File: config.mk
export PLATFORM = sky130hd
export DESIGN_NAME = hilo_mult_ctrl
export DESIGN_NICKNAME = d
export VERILOG_FILES = /design/src/rtl/hilo_mult_ctrl.sv
export SDC_FILE = /design/constraint.sdc
export NUM_CORES = 1
export LEC_CHECK = 0
export BUFFER_PORTS_ARGS = -buffer_cell sky130_fd_sc_hd__buf_2
export CORE_ASPECT_RATIO = 0.75
export CORE_MARGIN = 5
export CORE_UTILIZATION = 50
export CTS_BUF_LIST = sky130_fd_sc_hd__clkbuf_16
export DETAILED_ROUTE_END_ITERATION = 10
export PLACE_DENSITY = 0.73
export SLEW_MARGIN = 20
export SYNTH_ARGS = -nofsm -noshare
export SYNTH_HDL_FRONTEND = slang
export SYNTH_SLANG_ARGS = --single-unit
export TNS_END_PERCENT = 10
File: constraint.sdc
create_clock -name Clk -period 5.5 [get_ports Clk]
set_input_delay 0.825 -clock Clk [delete_from_list [all_inputs] [get_ports Clk]]
set_output_delay 0.825 -clock Clk [all_outputs]
set_load 0.02 [all_outputs]
File: src/rtl/hilo_mult_ctrl.sv
// hilo_mult_ctrl: HI/LO register controller with a multicycle multiplier for MULT/MULTU/MADD/MSUB and MTHI/MTLO.
//   Clk      - clock; all state changes on the rising edge
//   Rst      - synchronous active-high reset; aborts any multiply in flight
//   Start    - request strobe; Op/A/B are sampled together with it
//   Op       - MULT 00011, MULTU 00100, MADD 10100, MSUB 10101, MTHI 11000, MTLO 11001
//   A, B     - operands (MTHI/MTLO use A only)
//   HiLoReq  - the pipeline wants to read HI/LO this cycle
//   HiLoRead - {HI,LO} register, shown directly with no bypass
//   Busy     - a multiply is in CALC or ACCUM
//   Stall    - Busy & (Start | HiLoReq), combinational
//   Done     - one-cycle pulse when HiLoRead holds a new multiply result
// Define HILO_FAST_MULT_EN to replace the ITER-cycle shift-add loop with a one-cycle full-width product.
module hilo_mult_ctrl #(
   parameter int ITER = 32
) (
   input  logic        Clk,
   input  logic        Rst,
   input  logic        Start,
   input  logic [4:0]  Op,
   input  logic [31:0] A,
   input  logic [31:0] B,
   input  logic        HiLoReq,
   output logic [63:0] HiLoRead,
   output logic        Busy,
   output logic        Stall,
   output logic        Done
);
   if (ITER != 32) begin : g_bad_iter
      $error("hilo_mult_ctrl: ITER must be 32");
   end
   localparam logic [4:0] OP_MULT  = 5'b00011;
   localparam logic [4:0] OP_MULTU = 5'b00100;
   localparam logic [4:0] OP_MADD  = 5'b10100;
   localparam logic [4:0] OP_MSUB  = 5'b10101;
   localparam logic [4:0] OP_MTHI  = 5'b11000;
   localparam logic [4:0] OP_MTLO  = 5'b11001;
   typedef enum logic [1:0] {IDLE, CALC, ACCUM, DONE} state_t;
   state_t      state_q, state_d;
   logic [63:0] hilo_q, hilo_d, p_q, p_d, a_q, a_d;
   logic [31:0] b_q, b_d;
   logic [4:0]  op_q, op_d;
   logic        neg_q, neg_d, busy_q, busy_d, done_q, done_d;
   logic        is_mul, sgn, can_start;
   logic [31:0] a_mag, b_mag;
   logic [63:0] p_fin;
`ifndef HILO_FAST_MULT_EN
   localparam logic [5:0] LAST = 6'(ITER - 1);
   logic [5:0] cnt_q, cnt_d;
`endif
   always_comb begin
      is_mul    = Op == OP_MULT || Op == OP_MULTU || Op == OP_MADD || Op == OP_MSUB;
      sgn       = Op != OP_MULTU;
      a_mag     = (sgn && A[31]) ? -A : A;
      b_mag     = (sgn && B[31]) ? -B : B;
      can_start = state_q == IDLE || state_q == DONE;
      p_fin     = neg_q ? -p_q : p_q;
      state_d   = state_q;
      hilo_d    = hilo_q;
      p_d       = p_q;
      a_d       = a_q;
      b_d       = b_q;
      op_d      = op_q;
      neg_d     = neg_q;
`ifndef HILO_FAST_MULT_EN
      cnt_d     = cnt_q;
`endif
      case (state_q)
         CALC: begin
`ifdef HILO_FAST_MULT_EN
            p_d     = a_q * {32'd0, b_q};
            state_d = ACCUM;
`else
            // multiplicand walks left while the multiplier is consumed LSB first
            p_d     = b_q[0] ? p_q + a_q : p_q;
            a_d     = a_q << 1;
            b_d     = b_q >> 1;
            cnt_d   = cnt_q + 6'd1;
            state_d = cnt_q == LAST ? ACCUM : CALC;
`endif
         end
         ACCUM: begin
            hilo_d  = op_q == OP_MADD ? hilo_q + p_fin : op_q == OP_MSUB ? hilo_q - p_fin : p_fin;
            state_d = DONE;
         end
         DONE:    state_d = IDLE;
         default: ;
      endcase
      // a new Start in DONE overrides the return to IDLE
      if (can_start && Start) begin
         if (is_mul) begin
            state_d = CALC;
            a_d     = {32'd0, a_mag};
            b_d     = b_mag;
            op_d    = Op;
            neg_d   = sgn & (A[31] ^ B[31]);
            p_d     = '0;
`ifndef HILO_FAST_MULT_EN
            cnt_d   = '0;
`endif
         end else if (Op == OP_MTHI) begin
            hilo_d[63:32] = A;
         end else if (Op == OP_MTLO) begin
            hilo_d[31:0] = A;
         end
      end
      busy_d = state_d == CALC || state_d == ACCUM;
      done_d = state_d == DONE;
   end
   always_ff @(posedge Clk) begin
      if (Rst) begin
         state_q <= IDLE;
         hilo_q  <= '0;
         p_q     <= '0;
         a_q     <= '0;
         b_q     <= '0;
         op_q    <= '0;
         neg_q   <= 1'b0;
         busy_q  <= 1'b0;
         done_q  <= 1'b0;
`ifndef HILO_FAST_MULT_EN
         cnt_q   <= '0;
`endif
      end else begin
         state_q <= state_d;
         hilo_q  <= hilo_d;
         p_q     <= p_d;
         a_q     <= a_d;
         b_q     <= b_d;
         op_q    <= op_d;
         neg_q   <= neg_d;
         busy_q  <= busy_d;
         done_q  <= done_d;
`ifndef HILO_FAST_MULT_EN
         cnt_q   <= cnt_d;
`endif
      end
   end
   assign HiLoRead = hilo_q;
   assign Busy     = busy_q;
   assign Done     = done_q;
   assign Stall    = busy_q & (Start | HiLoReq);
endmodule
==> flow_metrics.py <==
metrics = {
    "run_status": {
        "status": "finished, final reports clean",
    },
    "pwr": {
        "combPwrFrac_pct": 15.3,
        "p_switching_uw": 1250,
        "power_density_nw_per_um2": 155.3,
        "p_leak_uw": 0.01142,
        "peakVddDrop_mv": 0.1993,
        "p_clk_share_pct": 42.1,
        "seq_power_share_pct": 42.6,
        "switching_share_pct": 29.74,
        "internal_power_uw": 2954,
    },
    "timing": {
        "finClkSkew_ns": 0.01380,
        "worst_slew_pin_slew_ns": 1.205,
        "finalCritPeriodShare_pct": 98.01,
        "max_freq_mhz": 185.5,
        "rsz0062_at_grt": "yes",
        "max_slew_margin_pct": 18.51,
        "setup_viol": 0,
        "fin_ws_ns": 0.1092,
        "fin_crit_ns": 5.391,
        "hold_violations": 0,
        "whs_ns": 0.5134,
        "drv_slew": 0,
    },
    "critical_path": {
        "worst_ep_arrival_time_ns": 5.84,
        "worstPathCellList": "or4_1 > o31ai_2 > xor2_1 > inv_1 > ha_1 > or4_1 > a21oi_1 > o31ai_1 > a31oi_1 > o31ai_2 > and4b_1 > o31ai_4 > a21oi_2 > or2_1 > a21boi_4 > a41oi_1 > xnor2_1 > o21ai_1",
        "cpPeakStageDelay_ns": 0.62,
        "path_max_fanout": 5,
        "endpoint_kind": "flop",
        "ff2ff_path_depth": 18,
        "cp-start-kind": "flop",
        "required_ns": 5.95,
        "path_class": "reg -> reg",
        "cp_slowest_cell": "or4_1",
    },
    "floorplan": {
        "design.core.area_um2": 47140,
        "num_io_pins": 140,
        "start_util_pct": 50.26,
        "die_h_um": 198.5,
        "die_area_um2": 51880,
        "rows": 69,
        "die_x_um": 261.4,
    },
    "grt": {
        "grt.met1_usage_pct": 51.08,
        "first_global_vias": 22450,
        "gr-usage-met3_pct": 11.73,
        "grt_max_degree": 76,
        "grt_use_total_pct": 32.19,
        "antenna_found_initial": 1,
        "grt_pass1_wl_mm": 133.8,
        "overflow": 0,
        "use_met2_pct": 39.85,
        "grt-busiest-layer": "met1",
    },
    "clocking": {
        "hold_buffers": 0,
        "ctsLongestPathBuffers": 3,
        "cts_buffers": 27,
        "cts_tree": "done",
        "clk_latency_ns": 0.58,
        "root_buffer": "clkbuf_16",
        "clkTransAtPathRegs_ns": 0.06,
        "htree_levels": 1,
        "cts_sinks": 240,
    },
    "logic_synthesis": {
        "ys_seq_elements": 240,
        "synth.top_cell.area_share_pct": 20.28,
        "synth-simple-area-share_pct": 20.88,
        "ys_top_cells_by_count": "a21oi_1, nor2_1, nand2_1",
        "syn_inst": 3267,
        "yosys.area.top_type": "dfxtp_1",
        "ys.warnings.count": 0,
        "ys_top_cells_by_area": "dfxtp_1, ha_1, a21oi_1",
        "yosys-mux-area-fraction_pct": 4.658,
        "synth.distinct_cells": 94,
        "synth_fa_ha_area_share_pct": 9.970,
        "synth_ff_type": "dfxtp_1",
        "syn_area_um2": 23690,
        "synth_top_family_by_area": "compound AO/OA/AOI/OAI gates",
        "avgSynthCellArea_um2": 7.252,
        "synth_edf_count": 0,
        "synth_xor_xnor_area_share_pct": 8.766,
        "synth_most_common_cell": "a21oi_1",
        "synth_compound_area_share_pct": 29.68,
        "ys_seq_area_share_pct": 20.28,
        "ys_async_sr_fraction_pct": 0,
        "syn_nets": 3527,
    },
    "detailed_routing": {
        "vias": 25770,
        "wl_mm": 87.90,
        "first_pass_iters": 6,
        "drc": 0,
        "initialDrtViolationCount": 3724,
        "avgViaCountPerCell": 6.323,
        "wire_per_inst_um": 21.57,
        "drtAntennaViolNets": 0,
    },
    "worst_hold_path": {
        "hold_depth": 2,
        "holdCritPathClass": "reg -> reg",
    },
    "placed_design": {
        "place_area_um2": 25840,
        "pre_cts_slack_ns": 0.007733,
        "hpwlAfterDp_mm": 67.00,
        "place.gp.congestion": 1.043,
        "port_buffers": 139,
    },
    "finish": {
        "drive_gt1_share_pct": 14.03,
        "fin_area_um2": 27070,
        "area_growth_pct": 14.26,
        "filler_cell_count": 4474,
        "nets": 3675,
        "utilization_pct": 57.43,
    },
    "job": {
        "cap_violations": 0,
    },
}
[cell families after synthesis]
kind of cell / after synthesis
and+or+nand+nor: 1045
DFF: 240
muxes: 110
buffers and inverters: 363
xor gates and xnor gates: 235
AOI/OAI and AO/OA: 1087
adders and majority gates: 187
[power by group through the flow]
stage | sequential (µW) | combinational (µW) | clock, µW
after floorplan | 1820 | 381 | 0
after global placement | 1830 | 602 | 0
after detailed placement | 1830 | 599 | 0
after CTS | 1790 | 604 | 1780
after global routing | 1790 | 685 | 1860
final | 1790 | 642 | 1770
[sequential cells by signal, indices dropped and copies added (netlist names)]
signal / count
HiLoRead: 64
a_q: 64
p_q: 64
b_q: 32
cnt_q: 6
op_q: 5
state_q: 2
Busy: 1
Done: 1
neg_q: 1
[cell usage in the layout (no fill, tap or decap), drive strengths merged, types with 9 or more instances in the layout]
cell and n:
and3 20, dfxtp 240, nor3 63, mux2i 108, or2 13, nor3b 10, a211oi 140, xnor2 141
or4 18, a221o 9, o31ai 50, inv 156, nand2b 31, xor2 94, and2 20, nor2 355
or3 32, nand3 56, o21a 15, nor4 32, buf 326, clkinv 17, o21ai 170, nand2 304
a21o 76, o211ai 52, clkbuf 27, a221oi 10, nor2b 20, a21oi 359, a31oi 34, nand4 39
o21bai 41, ha 184, o41ai 21, o22ai 10
[timing repair]
action                     CTS  global route
pin swaps                    1            23
gates cloned                 0             0
resized for setup            1            70
setup buffers                0             6
setup endpoints to repair    1            32
[worst max-delay path, delay by kind of cell (launching register included)]
family | cells | cell delay, ns
AO/OA/AOI/OAI | 10 | 2.00
XOR/XNOR | 2 | 0.75
adder cells (fa/ha/maj) | 1 | 0.29
buffers and inverters | 1 | 0.09
flip-flops | 1 | 0.40
AND/OR/NAND/NOR | 4 | 1.71
[final cells by class]
cell class / count / area [µm²] / share of cell area, %
sequential: 240 / 4807 / 17.76
antenna: 1 / 2.502 / 0.009243
clock inverter: 23 / 168.9 / 0.6239
timing repair buffer: 326 / 2106 / 7.778
inverter: 156 / 589.3 / 2.177
multi-input combinational: 2664 / 17920 / 66.21
tap: 639 / 799.5 / 2.953
clock buffer: 27 / 675.6 / 2.496
[layer usage]
layer / part of all wire [%] / up-vias
li1: - / 12180
met1: 46 / 11870
met2: 36 / 1592
met3: 16 / 131
met4: 2.8 / 0
met5: 0 / -
[through the flow]
stage               cells  total power [µW]  setup TNS [ns]
CTS                  4069              4178               0
global placement     4019              2430               0
global route         4076              4338         -0.2769
detailed placement   4019              2428               0
finish               4076              4205               0
floorplan            3267              2204               0
[worst paths after layout]
kind,slack (ns),start,to
setup / recovery,0.11,p_q[11],HiLoRead[58]
hold / removal,0.51,op_q[1],op_q[1]
setup reg to reg,0.11,p_q[11],HiLoRead[58]
hold reg to reg,0.51,op_q[1],op_q[1]
No activity file was read; power rests on OpenSTA's default activity.
